==> src/rtl/fft_stream_host.sv <==
// Purpose     : host side of the FFT sample bridge; buffers samples, sends one frame of N over AR, collects N results over AW.
// Latency     : a push into an empty FIFO is on o_ARDATA next cycle; a result is on o_res_* one cycle after its AW beat.
// Backpressure: o_full refuses (drops) pushes; AR waits on i_ARREADY with data held; AW is accepted only in RECV.
//
// Ports: i_clk/i_rstn clock and async active-low reset; i_push/i_push_data/o_full host FIFO write;
//        i_start/i_samples_number frame start and length; o_ARVALID/i_ARREADY/o_ARDATA sample stream out;
//        i_AWVALID/o_AWREADY/i_AWDATA result stream in; o_res_valid/o_res_data/o_res_index result pulses;
//        o_busy/o_done/o_timeout status.
// Optional feature macro: FFT_HOST_TIMEOUT_EN builds a watchdog on SEND/RECV that aborts the frame.
module fft_stream_host #(
  parameter int DATA_WIDTH     = 32,
  parameter int FIFO_DEPTH     = 16,
  parameter int TIMEOUT_CYCLES = 1024
) (
  input  logic                  i_clk,
  input  logic                  i_rstn,
  input  logic                  i_push,
  input  logic [DATA_WIDTH-1:0] i_push_data,
  output logic                  o_full,
  input  logic                  i_start,
  input  logic [11:0]           i_samples_number,
  output logic                  o_ARVALID,
  input  logic                  i_ARREADY,
  output logic [DATA_WIDTH-1:0] o_ARDATA,
  input  logic                  i_AWVALID,
  output logic                  o_AWREADY,
  input  logic [DATA_WIDTH-1:0] i_AWDATA,
  output logic                  o_res_valid,
  output logic [DATA_WIDTH-1:0] o_res_data,
  output logic [11:0]           o_res_index,
  output logic                  o_busy,
  output logic                  o_done,
  output logic                  o_timeout
);

  localparam int AW = $clog2(FIFO_DEPTH);

  if (FIFO_DEPTH < 2 || (FIFO_DEPTH & (FIFO_DEPTH - 1)) != 0 || TIMEOUT_CYCLES < 1) begin : g_param_check
    $error("fft_stream_host: FIFO_DEPTH must be a power of 2 >= 2 and TIMEOUT_CYCLES >= 1");
  end

  typedef enum logic [1:0] {S_IDLE, S_SEND, S_RECV, S_DONE} state_t;

  state_t                state;
  logic [11:0]           n_q;
  logic [11:0]           tx_cnt;
  logic [11:0]           rx_cnt;

  logic [DATA_WIDTH-1:0] mem [FIFO_DEPTH];
  logic [AW-1:0]         wr_ptr;
  logic [AW-1:0]         rd_ptr;
  logic [AW:0]           count;
  logic [AW:0]           count_nxt;

  logic fifo_empty;
  logic push_ok;
  logic ar_beat;
  logic aw_beat;
  logic flush;

  assign fifo_empty = (count == '0);
  assign push_ok    = i_push && !o_full;
  // Head of a FWFT FIFO only moves on a pop, so o_ARDATA is stable while AR is stalled.
  assign o_ARVALID  = (state == S_SEND) && !fifo_empty;
  assign o_AWREADY  = (state == S_RECV);
  assign o_ARDATA   = mem[rd_ptr];
  assign ar_beat    = o_ARVALID && i_ARREADY;
  assign aw_beat    = o_AWREADY && i_AWVALID;
  assign o_busy     = (state != S_IDLE);

`ifdef FFT_HOST_TIMEOUT_EN
  localparam int WW = $clog2(TIMEOUT_CYCLES + 1);
  logic [WW-1:0] wd_cnt;
  logic          wd_fire;

  // A beat in the same cycle restarts the count rather than firing.
  assign wd_fire = ((state == S_SEND) || (state == S_RECV)) && !ar_beat && !aw_beat &&
                   (wd_cnt == WW'(TIMEOUT_CYCLES - 1));
  assign flush   = wd_fire;
`else
  assign flush     = 1'b0;
  assign o_timeout = 1'b0;
`endif

  always_comb begin
    count_nxt = count;
    if (push_ok && !ar_beat)      count_nxt = count + 1'b1;
    else if (!push_ok && ar_beat) count_nxt = count - 1'b1;
  end

  always_ff @(posedge i_clk) begin
    if (push_ok) mem[wr_ptr] <= i_push_data;
  end

  always_ff @(posedge i_clk or negedge i_rstn) begin
    if (!i_rstn) begin
      wr_ptr <= '0;
      rd_ptr <= '0;
      count  <= '0;
      o_full <= 1'b0;
    end else if (flush) begin
      wr_ptr <= '0;
      rd_ptr <= '0;
      count  <= '0;
      o_full <= 1'b0;
    end else begin
      if (push_ok) wr_ptr <= wr_ptr + 1'b1;
      if (ar_beat) rd_ptr <= rd_ptr + 1'b1;
      count  <= count_nxt;
      o_full <= (count_nxt == (AW+1)'(FIFO_DEPTH));
    end
  end

  always_ff @(posedge i_clk or negedge i_rstn) begin
    if (!i_rstn) begin
      state       <= S_IDLE;
      n_q         <= '0;
      tx_cnt      <= '0;
      rx_cnt      <= '0;
      o_res_valid <= 1'b0;
      o_res_data  <= '0;
      o_res_index <= '0;
      o_done      <= 1'b0;
`ifdef FFT_HOST_TIMEOUT_EN
      o_timeout   <= 1'b0;
      wd_cnt      <= '0;
`endif
    end else begin
      o_res_valid <= 1'b0;
      o_done      <= 1'b0;
      if (aw_beat) begin
        o_res_valid <= 1'b1;
        o_res_data  <= i_AWDATA;
        o_res_index <= rx_cnt;
      end
      case (state)
        S_IDLE: begin
          if (i_start && (i_samples_number != 12'd0)) begin
            n_q    <= i_samples_number;
            tx_cnt <= '0;
            rx_cnt <= '0;
            state  <= S_SEND;
          end
        end
        S_SEND: begin
          if (ar_beat) begin
            if (tx_cnt == n_q - 12'd1) begin
              tx_cnt <= '0;
              state  <= S_RECV;
            end else begin
              tx_cnt <= tx_cnt + 12'd1;
            end
          end
        end
        S_RECV: begin
          if (aw_beat) begin
            rx_cnt <= rx_cnt + 12'd1;
            if (rx_cnt == n_q - 12'd1) begin
              state  <= S_DONE;
              o_done <= 1'b1;
            end
          end
        end
        default: state <= S_IDLE;
      endcase
`ifdef FFT_HOST_TIMEOUT_EN
      o_timeout <= 1'b0;
      // Held at zero outside SEND/RECV, so entering either state starts from zero.
      if ((state == S_SEND) || (state == S_RECV)) begin
        if (ar_beat || aw_beat) begin
          wd_cnt <= '0;
        end else if (wd_fire) begin
          o_timeout <= 1'b1;
          state     <= S_IDLE;
          tx_cnt    <= '0;
          rx_cnt    <= '0;
          wd_cnt    <= '0;
        end else begin
          wd_cnt <= wd_cnt + 1'b1;
        end
      end else begin
        wd_cnt <= '0;
      end
`endif
    end
  end

endmodule

==> config.mk <==
export PLATFORM = sky130hd
export DESIGN_NAME = fft_stream_host
export DESIGN_NICKNAME = d
export VERILOG_FILES = /design/src/rtl/fft_stream_host.sv
export SDC_FILE = /design/constraint.sdc
export NUM_CORES = 1
export LEC_CHECK = 0
export BUFFER_PORTS_ARGS = -buffer_cell sky130_fd_sc_hd__buf_4
export CORE_UTILIZATION = 50
export CTS_CLUSTER_SIZE = 30
export DETAILED_ROUTE_END_ITERATION = 12
export PLACE_DENSITY = 0.71
export SYNTH_ARGS = -nofsm -noshare
export SYNTH_HDL_FRONTEND = slang
export SYNTH_SLANG_ARGS = --single-unit
export TNS_END_PERCENT = 50
==> constraint.sdc <==
create_clock -name i_clk -period 3.15 [get_ports i_clk]
set_input_delay 0.63 -clock i_clk [delete_from_list [all_inputs] [get_ports i_clk]]
set_output_delay 0.63 -clock i_clk [all_outputs]
set_load 0.01 [all_outputs]
# Yosys cells after proc, flatten, opt, wreduce, memory -nomap -nowiden
# Memories as Yosys holds them, arrays and structs flattened.
# Index checks and enable logic that the tools add are counted.
word_totals:
  reg_bits: 98
  mem_bits_rw: 512
  inputBits: 82
  word_cells: 71
  memories: 1
mem_list:
  columns: ["name", "words", "width", "read_ports", "rd_clocked_by_memory_dff", "wr", "line_no", "rtl"]
  rows:
  - ["mem", 16, 32, 1, 0, 1, "49", "logic [DATA_WIDTH-1:0] mem [FIFO_DEPTH];"]
classes:
  n_addsub: 7
  n_eq_ne: 10
  mux: 20
  n_reduce_logical: 21
ops:
  columns: ["op", "count"]
  rows:
  - ["$mux W12", 4]
  - ["$pmux W12 S2", 2]
  - ["$add A12 B1 Y12 const B", 2]
  - ["$eq A12 B12 Y1", 2]
  - ["$reduce_bool A12 Y1", 1]
  - ["$sub A12 B1 Y12 const B", 1]
  - ["$mux W2", 5]
  - ["$mux W5", 2]
  - ["$add A4 B1 Y4 const B", 2]
  - ["$logic_and A1 B1 Y1", 7]
  - ["$mux W1", 6]
  - ["$ne A2 B1 Y1 const B", 3]
  - ["$pmux W2 S3", 1]
  - ["$reduce_and A3 Y1", 2]
  - ["$reduce_bool A2 Y1", 3]
  - ["$add A5 B1 Y5 const B", 1]
  - ["$eq A5 B5 Y1 const B", 1]
  - ["$logic_not A5 Y1", 1]
  - ["$reduce_and A5 Y1", 1]
  - ["$sub A5 B1 Y5 const B", 1]
  - ["$logic_not A1 Y1", 4]
  - ["$ne A2 B2 Y1 const B", 2]
  - ["$eq A2 B1 Y1 const B", 1]
  - ["$eq A2 B2 Y1 const B", 1]
  - ["2 further kinds", 2]

# Logic depth before layout (Yosys ltp)
# Gate-level depths: netlist (run 1).
depth:
  word_depth: 8
  ltp_mapped: 10
  depth_no_buf: 9

# Worst setup path before layout (run 1)
# No wires, ideal clock.
synth_path:
  kind: "reg-to-reg"
  from: "register n_q[0]"
  to: "register state[1]"
  setup_ns: 0.125
  arrival_ns: 3.144
  required_ns: 3.025
  path_slack_ns: -0.119
  stages_incl_launch_ff: 11
  path_buffers: 1
  path_cell_list: "dfrtp_1 > buf_6 > inv_1 > ha_1 > or4b_2 > nor4b_1 > xnor2_1 > nand4b_1 > or4_1 > a22o_1 > mux2_4"
synth_between:
  elab_chain_len: 4
  elab_cells_between_ends: 6
  classes_between: "1 x add/sub; 4 x eq/ne; 1 x reduce/logical"
synth_lines:
  columns: ["element", "line_no", "rtl"]
  rows:
  - ["start: declaration", "45", "logic [11:0] n_q;"]
  - ["start signal: assignment", "139", "n_q <= i_samples_number;"]
  - ["$sub A12 B1 Y12 *", "147, 158", null]
  - ["$eq A12 B12 Y1 (on tied branches)", "147, 158", null]
  - ["$ne A2 B1 Y1 (no line)", null, null]
  - ["$reduce_and A5 Y1 (no line) *", null, null]
  - ["end signal: assignment", "149", "state <= S_RECV;"]
  - ["end signal: assignment", "159", "state <= S_DONE;"]
  - ["end signal: assignment", "164", "default: state <= S_IDLE;"]
  - ["end: declaration", "44", "state_t state;"]
# Every way passes the cells marked *; elsewhere a longest branch is shown, timed or not.
# A chain may end at the register's enable or synchronous reset.

# Worst setup path in the final report (run 1)
layout_path:
  from: "register rd_ptr[0]"
  to: "output port o_ARDATA[22]"
layout_between:
  elab_chain_len: 1
layout_lines:
  columns: ["element", "line_no", "rtl"]
  rows:
  - ["start: declaration", "51", "logic [AW-1:0] rd_ptr;"]
  - ["start signal: assignment", "108", "if (ar_beat) rd_ptr <= rd_ptr + 1'b1;"]
  - ["$mem_v2 Z16 W32", null, null]
  - ["end: declaration", "24", "output logic [DATA_WIDTH-1:0] o_ARDATA,"]
# No other way between the ends.

==> summary.txt, run 1 <==
STA
  – Post-route minimum period: approximately 3.3 ns
  – Worst rel slew slack: 0.598
  – Final hold vios: 0
  – RSZ-0062 raised after global routing: yes
  – Fin Hold WS: 0.242 ns
  – Setup violators final: 32
  – Worst slew pin tran: 0.601 ns
  – Final Max Tran Viols: 0
  – Setup WS post-layout: -0.145 ns
  – Max Fclk: 303 MHz
  – Setup_tns: -2.82 ns
  – Period Utilization, post-route: 1.05
  – Clock Skew: 0.0230 ns

Synthesis
  – Asr flop ratio synth: 0.161
  – Top FF cell, synth: edfxtp_1
  – Post-synth EDFFs: ~510
  – Seq/Total Area, Yosys: 0.732
  – Ys Warns: 0
  – Synth Register Bits: 610
  – Mapped Area: 24300 µm²
  – Cell variety after synth: 63
  – Synth area leaders: edfxtp_1 (63%), mux4_2 (15%), dfrtp_1 (10%)
  – Area share of the largest cell type after synthesis: 0.632
  – Cells after Synth: 1187
  – Synth area leader: edfxtp_1
  – Net Count, Synth: 1284
  – Syn_area_per_cell: 20.5 µm²

Placed design
  – Placement-stage cell area: approximately 27000 µm²
  – Port bufs: 163
  – Placer Congestion: 0.864
  – Pre-CTS WS: 0.0310 ns
  – HPWL Detailed: 29300 µm

Clock network
  – Clock root cell: clkbuf_16
  – H-tree depth: 2
  – TritonCTS buffer count: 59
  – Clk Latency, worst-skew pair: around 0.63 ns
  – CTS clk-pin slew, worst paths: 0.06 ns
  – Clock Tree Buf Depth: 3
  – TritonCTS clock tree: built
  – Sink Count: approximately 600

Run
  – Maxcap violations: 0

Drt
  – Starting DRT DRC Count: ~1200
  – Post-route DRC violation count: 0
  – Vias: between 10000 and 15000
  – Drt via density: 5.92
  – DRT antenna net count: 0
  – Post-Route WL: 54000 µm
  – Wire per inst: ~26 µm
  – Pre-antenna DRT Iters: 5

Floorplanning
  – IO Pins: roughly 170
  – Die height: 223 µm
  – Core Footprint: 47800 µm²
  – Die Area: slightly below 50000 µm²
  – Die Width: 223 µm
  – Core Rows: 80
  – Starting Density: 0.509

Setup path
  – Crit end category: output port
  – Kind of critical path: reg2out
  – Startpoint types: flip-flop
  – Crit-path max FO: 8
  – Crit path from: rd_ptr[0]$_DFFE_PN0P_
  – Req. time, crit path: approximately 2.5 ns
  – Crit path DAT: 2.67 ns
  – Worst r2r src: n_q[0]$_DFFE_PN0P_

Final layout
  – Fillers: 3295
  – Post-route cell area: 29300 µm²
  – Syn-to-layout area delta: 20.2%
  – Area of the multi-input gates: 6250 µm²
  – Register area: 17800 µm²
  – Net count, final: 1516
  – Layout cells sized above 1: 0.385

Run status
  – Status: finished, violations left
  – Violated checks: negative setup slack

GRT
  – Gr usage total: 0.222
  – Grt ovf: 0
  – Initial antenna violation count: 3
  – First-pass GRT wire length: 81000 µm
  – Largest net degree at the start of global routing: 53
  – Vias in the first global route: between 10000 and 15000

Power
  – Maximum vdd ir drop: approximately 0.53 mV
  – Pleak: 0.0102 µW
  – Pwr dens: between 900 and 1000 nW/µm²

Hold path
  – Hold_sp: i_AWDATA[20]
  – Min-Delay Path Class: in2reg
-- flip-flops by register name, summed over array words and instances, names as in the netlist --
name / cells
mem: 512
o_done: 1
rx_cnt: 12
n_q: 12
rd_ptr: 4
count: 5
o_res_index: 12
o_full: 1
wr_ptr: 4
state: 2
tx_cnt: 12
o_res_valid: 1
o_res_data: 32
-- where the power goes --
| part | switching, µW | internal, µW |
|---|---|---|
| combinational | 4320 | 5130 |
| sequential | 634 | 9910 |
| clock | 3060 | 3980 |
| total | 8010 | 19000 |
-- logic make-up after synthesis --
group	share of synthesized area
muxes	0.175
xor gates and xnor gates	0.0233
AOI/OAI and AO/OA	0.0130
DFF	0.732
and+or+nand+nor	0.0363
other	0.000154
buffers and inverters	0.0123
adders and majority gates	0.00771
-- layer usage --
layer / track usage / vias up / share of wire
li1: - / 5281 / -
met1: 0.298 / 6512 / 0.40
met2: 0.378 / 467 / 0.52
met3: 0.0406 / 70 / 0.065
met4: 0.0512 / 4 / 0.016
met5: 0 / - / 0.00059
-- worst max-delay path, cell delays in order (launching register included) --
cell	delay, ns
dfrtp_4	0.46
buf_12	0.19
clkbuf_16	0.18
mux4_2	0.53
mux4_2	0.52
buf_6	0.15
-- cell usage in the layout, fill, tap and decap left out, types with 9 or more instances in the layout --
master and n:
nor2_1 35, inv_1 17, and2_2 16, xnor2_1 30
buf_12 24, clkbuf_16 63, o21ai_0 14, edfxtp_1 512
xor2_1 27, nand2_1 31, buf_16 10, dfrtp_1 94
clkinv_2 13, buf_6 28, nand3_1 13, mux2_2 53
mux4_2 160, clkinv_1 9, buf_4 161, ha_1 15
-- final timing paths --
check                                         endpoint  slack [ns]  cells after the start
setup / recovery                          o_ARDATA[22]       -0.15                      5
hold / removal              o_res_data[20]$_DFFE_PN0P_        0.24                      2
setup reg to reg                  state[1]$_DFFE_PN0P_        0.08                      9
hold reg to reg            o_res_index[10]$_DFFE_PN0P_        0.50                      2
max in group asynchronous    o_res_data[8]$_DFFE_PN0P_        1.99                      3
min in group asynchronous           n_q[5]$_DFFE_PN0P_        0.48                      2
-- cell type report --
| cell class | count | area share |
|---|---|---|
| repair buffers | 229 | 0.0822 |
| multi-input cells | 501 | 0.214 |
| flip-flops and latches | 610 | 0.610 |
| clock inverters | 41 | 0.0141 |
| well taps | 615 | 0.0263 |
| diodes | 1 | 0.0000855 |
| inverters | 18 | 0.00231 |
| clock buffers | 68 | 0.0520 |
-- stage by stage --
stage / instances / util / total power (µW)
finish: 2083 / 0.612 / 27000
global route: 2082 / 0.612 / 28100
CTS: 2080 / 0.610 / 27200
detailed placement: 1955 / 0.560 / 19200
global placement: 1955 / 0.560 / 19100
floorplan: 1187 / - / 15900
-- Yosys cell counts (4+ instances only) --
master    instances
ha_1             15
nor4_1            4
mux2_2           53
xor2_1           27
clkbuf_1         34
xnor2_1          30
mux4_2          160
edfxtp_1        512
and2_1           17
dfrtp_1          98
or4_1             4
or3_1             6
o21ai_0          14
mux2i_1           4
inv_1            17
nand2_1          31
a211oi_1          4
and3_1            7
nor2b_1           6
nand4_1           8
nor3_1            5
buf_1            20
nand3_1          13
nor2_1           35
-- timing repair --
action	in CTS	in global routing
hold endpoints to repair	30	0
buffers inserted	7	0
setup endpoints to repair	31	33
hold buffers	1	0
resized for setup	42	4
cloned	8	4
Note: power is estimated with default switching activity, not from simulation.
==> run 2: changes to the inputs <==
Settings changed: GPL_TIMING_DRIVEN set to 0, SETUP_SLACK_MARGIN set to 0.05.
==> summary.txt, run 2 (synthesis gave the netlist of run 1 again) <==
Drt
  – Pre-antenna DRT Iters: 5
  – Vias: between 10000 and 15000
  – Post-Route WL: 53900 µm
  – Drt via density: between 5 and 6
  – Wire per inst: around 26 µm
  – Post-route DRC violation count: 0
  – DRT antenna net count: 0
  – Starting DRT DRC Count: 1062

Clock network
  – Sink Count: 610
  – CTS hold repair buffers: 0
  – Clock Tree Buf Depth: 3
  – TritonCTS clock tree: built
  – TritonCTS buffer count: around 60
  – Clock root cell: clkbuf_16
  – CTS clk-pin slew, worst paths: approximately 0.06 ns
  – H-tree depth: 2
  – Clk Latency, worst-skew pair: around 0.63 ns

Setup path
  – Crit path depth: 6
  – Crit path DAT: roughly 2.8 ns
  – Crit-path cells: buf_8 > clkbuf_16 > buf_12 > mux4_2 > mux4_2 > buf_6
  – Crit-path most repeated cell: mux4_2
  – Req. time, crit path: 2.52 ns
  – R2r worst-path depth: 10
  – CP max-delay cell: mux4_2
  – CP delay by family, top: multiplexers
  – Crit-path max FO: 7
  – Slowest Stage Delay on Critical Path: 0.55 ns
  – Crit end category: output port
  – Startpoint types: flip-flop
  – Buffers & Inverters on Critical Path: 4
  – Kind of critical path: reg2out

Final layout
  – Regs by FF count: mem (512), o_res_data (32)
  – Inserted Diodes: 0
  – Fillers: 3313
  – Fin cells: around 2100
  – Fin util: 0.618
  – Post-route cell area: 29600 µm²
  – Net count, final: approximately 1500
  – Top reg by flops: mem
  – Register area: 17800 µm²
  – Layout cells sized above 1: 0.383
  – Max FFs per register: 512
  – Commonest non-fill, non-tap cell in the layout: edfxtp_1
  – Syn-to-layout area delta: 21.5%
  – Commonest cells after routing, fill and taps aside: edfxtp_1 (512), mux4_2 (160), buf_4 (141)
  – Area of the multi-input gates: ~6300 µm²

Hold path
  – Min-Delay Path Class: in2async

STA
  – Setup violators final: 33
  – Max Fclk: between 200 and 300 MHz
  – Period Utilization, post-route: 1.08
  – Final Max Tran Viols: 0
  – Post-route minimum period: 3.39 ns
  – Worst slew pin tran: 0.981 ns
  – Clock Skew: 0.0303 ns
  – Setup WS post-layout: -0.238 ns
  – Final hold vios: 0
  – RSZ-0062 raised after global routing: yes
  – Worst rel slew slack: 0.346

GRT
  – Grt ovf: 0
  – First-pass GRT wire length: 79400 µm
  – Vias in the first global route: 12898
  – Met3 usage: 0.0385
  – Largest net degree at the start of global routing: 99
  – Met1 GRT Util: 0.299
  – Initial antenna violation count: 1
  – Met2 Track Usage GR: 0.359
  – Gr usage total: 0.217
  – Grt peak-use layer: met2

Placed design
  – HPWL Detailed: around 32000 µm
  – Placement-stage cell area: 26700 µm²
  – Port bufs: 163
  – Placer Congestion: 0.854
  – Placed Cells: 1981

Power
  – Pleak: 0.0103 µW
  – Pwr dens: about 940 nW/µm²
  – Maximum vdd ir drop: roughly 0.58 mV

Run
  – Maxcap violations: 0

Floorplanning
  – Die height: 223 µm
  – Die Area: 49600 µm²
  – Starting Density: 0.509
  – Core Footprint: 47800 µm²
  – IO Pins: 165
  – Core Rows: 80
  – Die Width: 223 µm

Run status
  – Status: finished, violations left
  – Violated checks: negative setup slack
-- run 2: cell types whose count changed in the layout (fill, tap and decap cells not counted), sizes merged --
cell | previous run | this run
bufinv | 6 | 10
clkdlybuf4s15 | 0 | 1
clkinvlp | 6 | 7
clkinv | 26 | 28
clkbuf | 72 | 101
inv | 21 | 20
diode | 1 | 0
dlygate4sd3 | 1 | 0
buf | 224 | 217
-- run 2: per-stage QoR --
step / worst slack [ns] / power [µW] / TNS (ns) / hold WS, ns
6_report: -0.238 / 27800 / -5.62 / 0.138
3_3_place_gp: -0.675 / 18900 / -158.77 / 0.471
5_1_grt: -0.292 / 28900 / -7.99 / 0.192
2_1_floorplan: 0.0681 / 15900 / 0 / 0.334
4_1_cts: -0.237 / 27500 / -6.44 / 0.206
3_5_place_dp: -0.720 / 19200 / -29.19 / 0.478
-- run 2: layer usage --
layer,part of all wire,wire (µm)
met3,0.065,3520
met1,0.42,22400
met2,0.50,26800
met4,0.022,1170
met5,0.00032,17
-- run 2: where the power goes --
| part | total (µW) | switching [µW] | internal, µW |
|---|---|---|---|
| clock | 7440 | 3090 | 4350 |
| sequential | 10400 | 529 | 9890 |
| combinational | 9910 | 4600 | 5310 |
-- run 2: repair_timing --
action | CTS | global route
pin swaps | 2 | 2
setup buffers | 3 | 2
gates cloned | 2 | 11
resized for setup | 162 | 22
endpoints found under the setup margin | 43 | 51
-- run 2: worst paths after layout --
| path | startpoint | to | slack, ns |
|---|---|---|---|
| max in group asynchronous | i_rstn | n_q[1]$_DFFE_PN0P_ | 2.39 |
| worst min-delay path | i_rstn | n_q[2]$_DFFE_PN0P_ | 0.14 |
| min in group i_clk | i_AWDATA[14] | o_res_data[14]$_DFFE_PN0P_ | 0.25 |
| worst max-delay path | rd_ptr[0]$_DFFE_PN0P_ | o_ARDATA[30] | -0.24 |
| worst min register to register | count[4]$_DFF_PN0_ | count[4]$_DFF_PN0_ | 0.49 |
| worst max register to register | n_q[0]$_DFFE_PN0P_ | state[1]$_DFFE_PN0P_ | -0.05 |
-- run 2: cell type report --
type	instances	share of cell area
Clock inverter	47	0.0183
Buffer	57	0.0186
Tap cell	615	0.0260
Timing Repair Buffer	197	0.0677
Sequential cell	610	0.603
Multi-Input combinational cell	501	0.212
Inverter	18	0.00229
Clock buffer	65	0.0518
==> run 3: changes to the inputs <==
Clock period 3.15 ns to 2.8 ns, I/O delays scaled along.
==> summary.txt, run 3 (synthesis gave the netlist of run 1 again) <==
Run status
  – Status: finished, violations left
  – Violated checks: negative setup slack

Setup path
  – Startpoint types: flip-flop
  – R2r worst-path depth: 10
  – Crit path DAT: 2.72 ns
  – Crit-path max FO: 7
  – R2R Setup Slk: -0.24 ns
  – Req. time, crit path: roughly 2.2 ns
  – Crit end category: output port
  – Kind of critical path: reg2out
  – Worst r2r src: n_q[0]$_DFFE_PN0P_
  – Reg2reg end: state[1]$_DFFE_PN0P_

STA
  – Clock Skew: around 0.014 ns
  – Setup WS post-layout: -0.480 ns
  – Post-route minimum period: around 3.3 ns
  – Final hold vios: 0
  – Final Max Tran Viols: 0
  – Max Fclk: about 300 MHz
  – Worst slew pin tran: 0.908 ns
  – Worst rel slew slack: 0.395
  – Setup violators final: 35
  – RSZ-0062 raised after global routing: yes
  – Period Utilization, post-route: 1.17

GRT
  – Largest net degree at the start of global routing: around 100
  – Grt ovf: 0
  – Initial antenna violation count: 3
  – First-pass GRT wire length: 80000 µm
  – Gr usage total: 0.220
  – Vias in the first global route: 12907

Final layout
  – Regs by FF count: mem (512), o_res_data (32)
  – Commonest non-fill, non-tap cell in the layout: edfxtp_1
  – Top reg by flops: mem
  – Syn-to-layout area delta: 20.8%
  – Commonest cells after routing, fill and taps aside: edfxtp_1 (512), mux4_2 (160), buf_4 (144)
  – Layout cells sized above 1: 0.387
  – Post-route cell area: a little under 30000 µm²
  – Net count, final: 1544
  – Max FFs per register: 512

Placed design
  – Placement-stage cell area: 26700 µm²
  – Port bufs: ~160
  – Placer Congestion: 0.789
  – HPWL Detailed: 32100 µm

Floorplanning
  – Starting Density: 0.509
  – Die height: about 220 µm
  – Die Area: ~50000 µm²
  – IO Pins: 165
  – Die Width: between 200 and 250 µm
  – Core Rows: 80
  – Core Footprint: 47800 µm²

Clock network
  – Clock root cell: clkbuf_16
  – Clk Latency, worst-skew pair: 0.61 ns
  – CTS hold repair buffers: 0
  – TritonCTS buffer count: 59
  – Sink Count: 610
  – CTS clk-pin slew, worst paths: 0.07 ns
  – TritonCTS clock tree: built
  – H-tree depth: 2
  – Clock Tree Buf Depth: 3

Run
  – Maxcap violations: 0

Drt
  – DRT antenna net count: 0
  – Wire per inst: 25.4 µm
  – Starting DRT DRC Count: ~1100
  – Post-Route WL: 53700 µm
  – Pre-antenna DRT Iters: 6
  – Vias: 12387
  – Drt via density: 5.87
  – Post-route DRC violation count: 0

Power
  – Pleak: 0.0102 µW
  – Pwr dens: around 1000 nW/µm²
  – Maximum vdd ir drop: 0.704 mV
  – Tot Pwr: between 30000 and 40000 µW

Hold path
  – Min-Delay Path Class: in2async
-- run 3: metal layers --
layer  global-route usage  part of all wire  routed length, µm  vias up
li1                     -                 -                  -     5337
met1                0.297              0.41              21900     6496
met2                0.372              0.51              27300      473
met3               0.0365             0.065               3470       77
met4               0.0567             0.019               1020        4
met5                    0           0.00047                 25        -
-- run 3: worst max-delay path: stages (launching register included) --
cell,delay [ns]
dfrtp_1,0.39
buf_8,0.16
clkbuf_16,0.19
buf_12,0.15
mux4_2,0.54
mux4_2,0.52
buf_6,0.15
-- run 3: power breakdown --
| group | switching [µW] | internal, µW | total (µW) |
|---|---|---|---|
| Clock | 3350 | 4250 | 7600 |
| Combinational | 5210 | 6010 | 11200 |
| Sequential | 606 | 11100 | 11700 |
| Total | 9170 | 21400 | 30600 |
-- run 3: worst max path at each step --
stage                               start  slack, ns                   end  depth (start not counted)
floorplan              n_q[0]$_DFFE_PN0P_      -0.04  state[1]$_DFFE_PN0P_                         10
global route        rd_ptr[0]$_DFFE_PN0P_      -0.54          o_ARDATA[17]                          7
CTS                 rd_ptr[0]$_DFFE_PN0P_      -0.52           o_ARDATA[5]                          7
detailed placement  rd_ptr[0]$_DFFE_PN0P_      -0.87          o_ARDATA[30]                          6
global placement    rd_ptr[0]$_DFFE_PN0P_      -0.90          o_ARDATA[30]                          6
finish              rd_ptr[0]$_DFFE_PN0P_      -0.48           o_ARDATA[7]                          6
-- run 3: area by class of cell --
type | count | area (µm²)
Antenna cell | 1 | 2.50
Buffer | 57 | 563
Clock buffer | 72 | 1530
Clock inverter | 37 | 317
Fill cell | 3338 | 18400
Inverter | 18 | 67.6
Multi-Input combinational cell | 501 | 6300
Sequential cell | 610 | 17800
Tap cell | 615 | 769
Timing Repair Buffer | 200 | 2020
-- run 3: repair_timing --
| item | 4_1_cts | 5_1_grt |
|---|---|---|
| resized for setup | 138 | 25 |
| setup buffers | 9 | 3 |
| pin swaps | 1 | 8 |
| gates cloned | 9 | 4 |
| endpoints found under the setup margin | 52 | 56 |
-- run 3: metrics by stage --
step           hold slack, ns  worst slack [ns]  utilization  setup TNS [ns]  std cells
2_1_floorplan           0.264           -0.0359            -          -0.240       1187
3_3_place_gp            0.471            -0.904        0.551         -286.70       1965
3_5_place_dp            0.477            -0.874        0.559          -28.87       1981
4_1_cts                 0.154            -0.516        0.613          -16.21       2107
5_1_grt                 0.150            -0.539        0.614          -16.85       2110
6_report               0.0679            -0.480        0.614          -14.31       2111
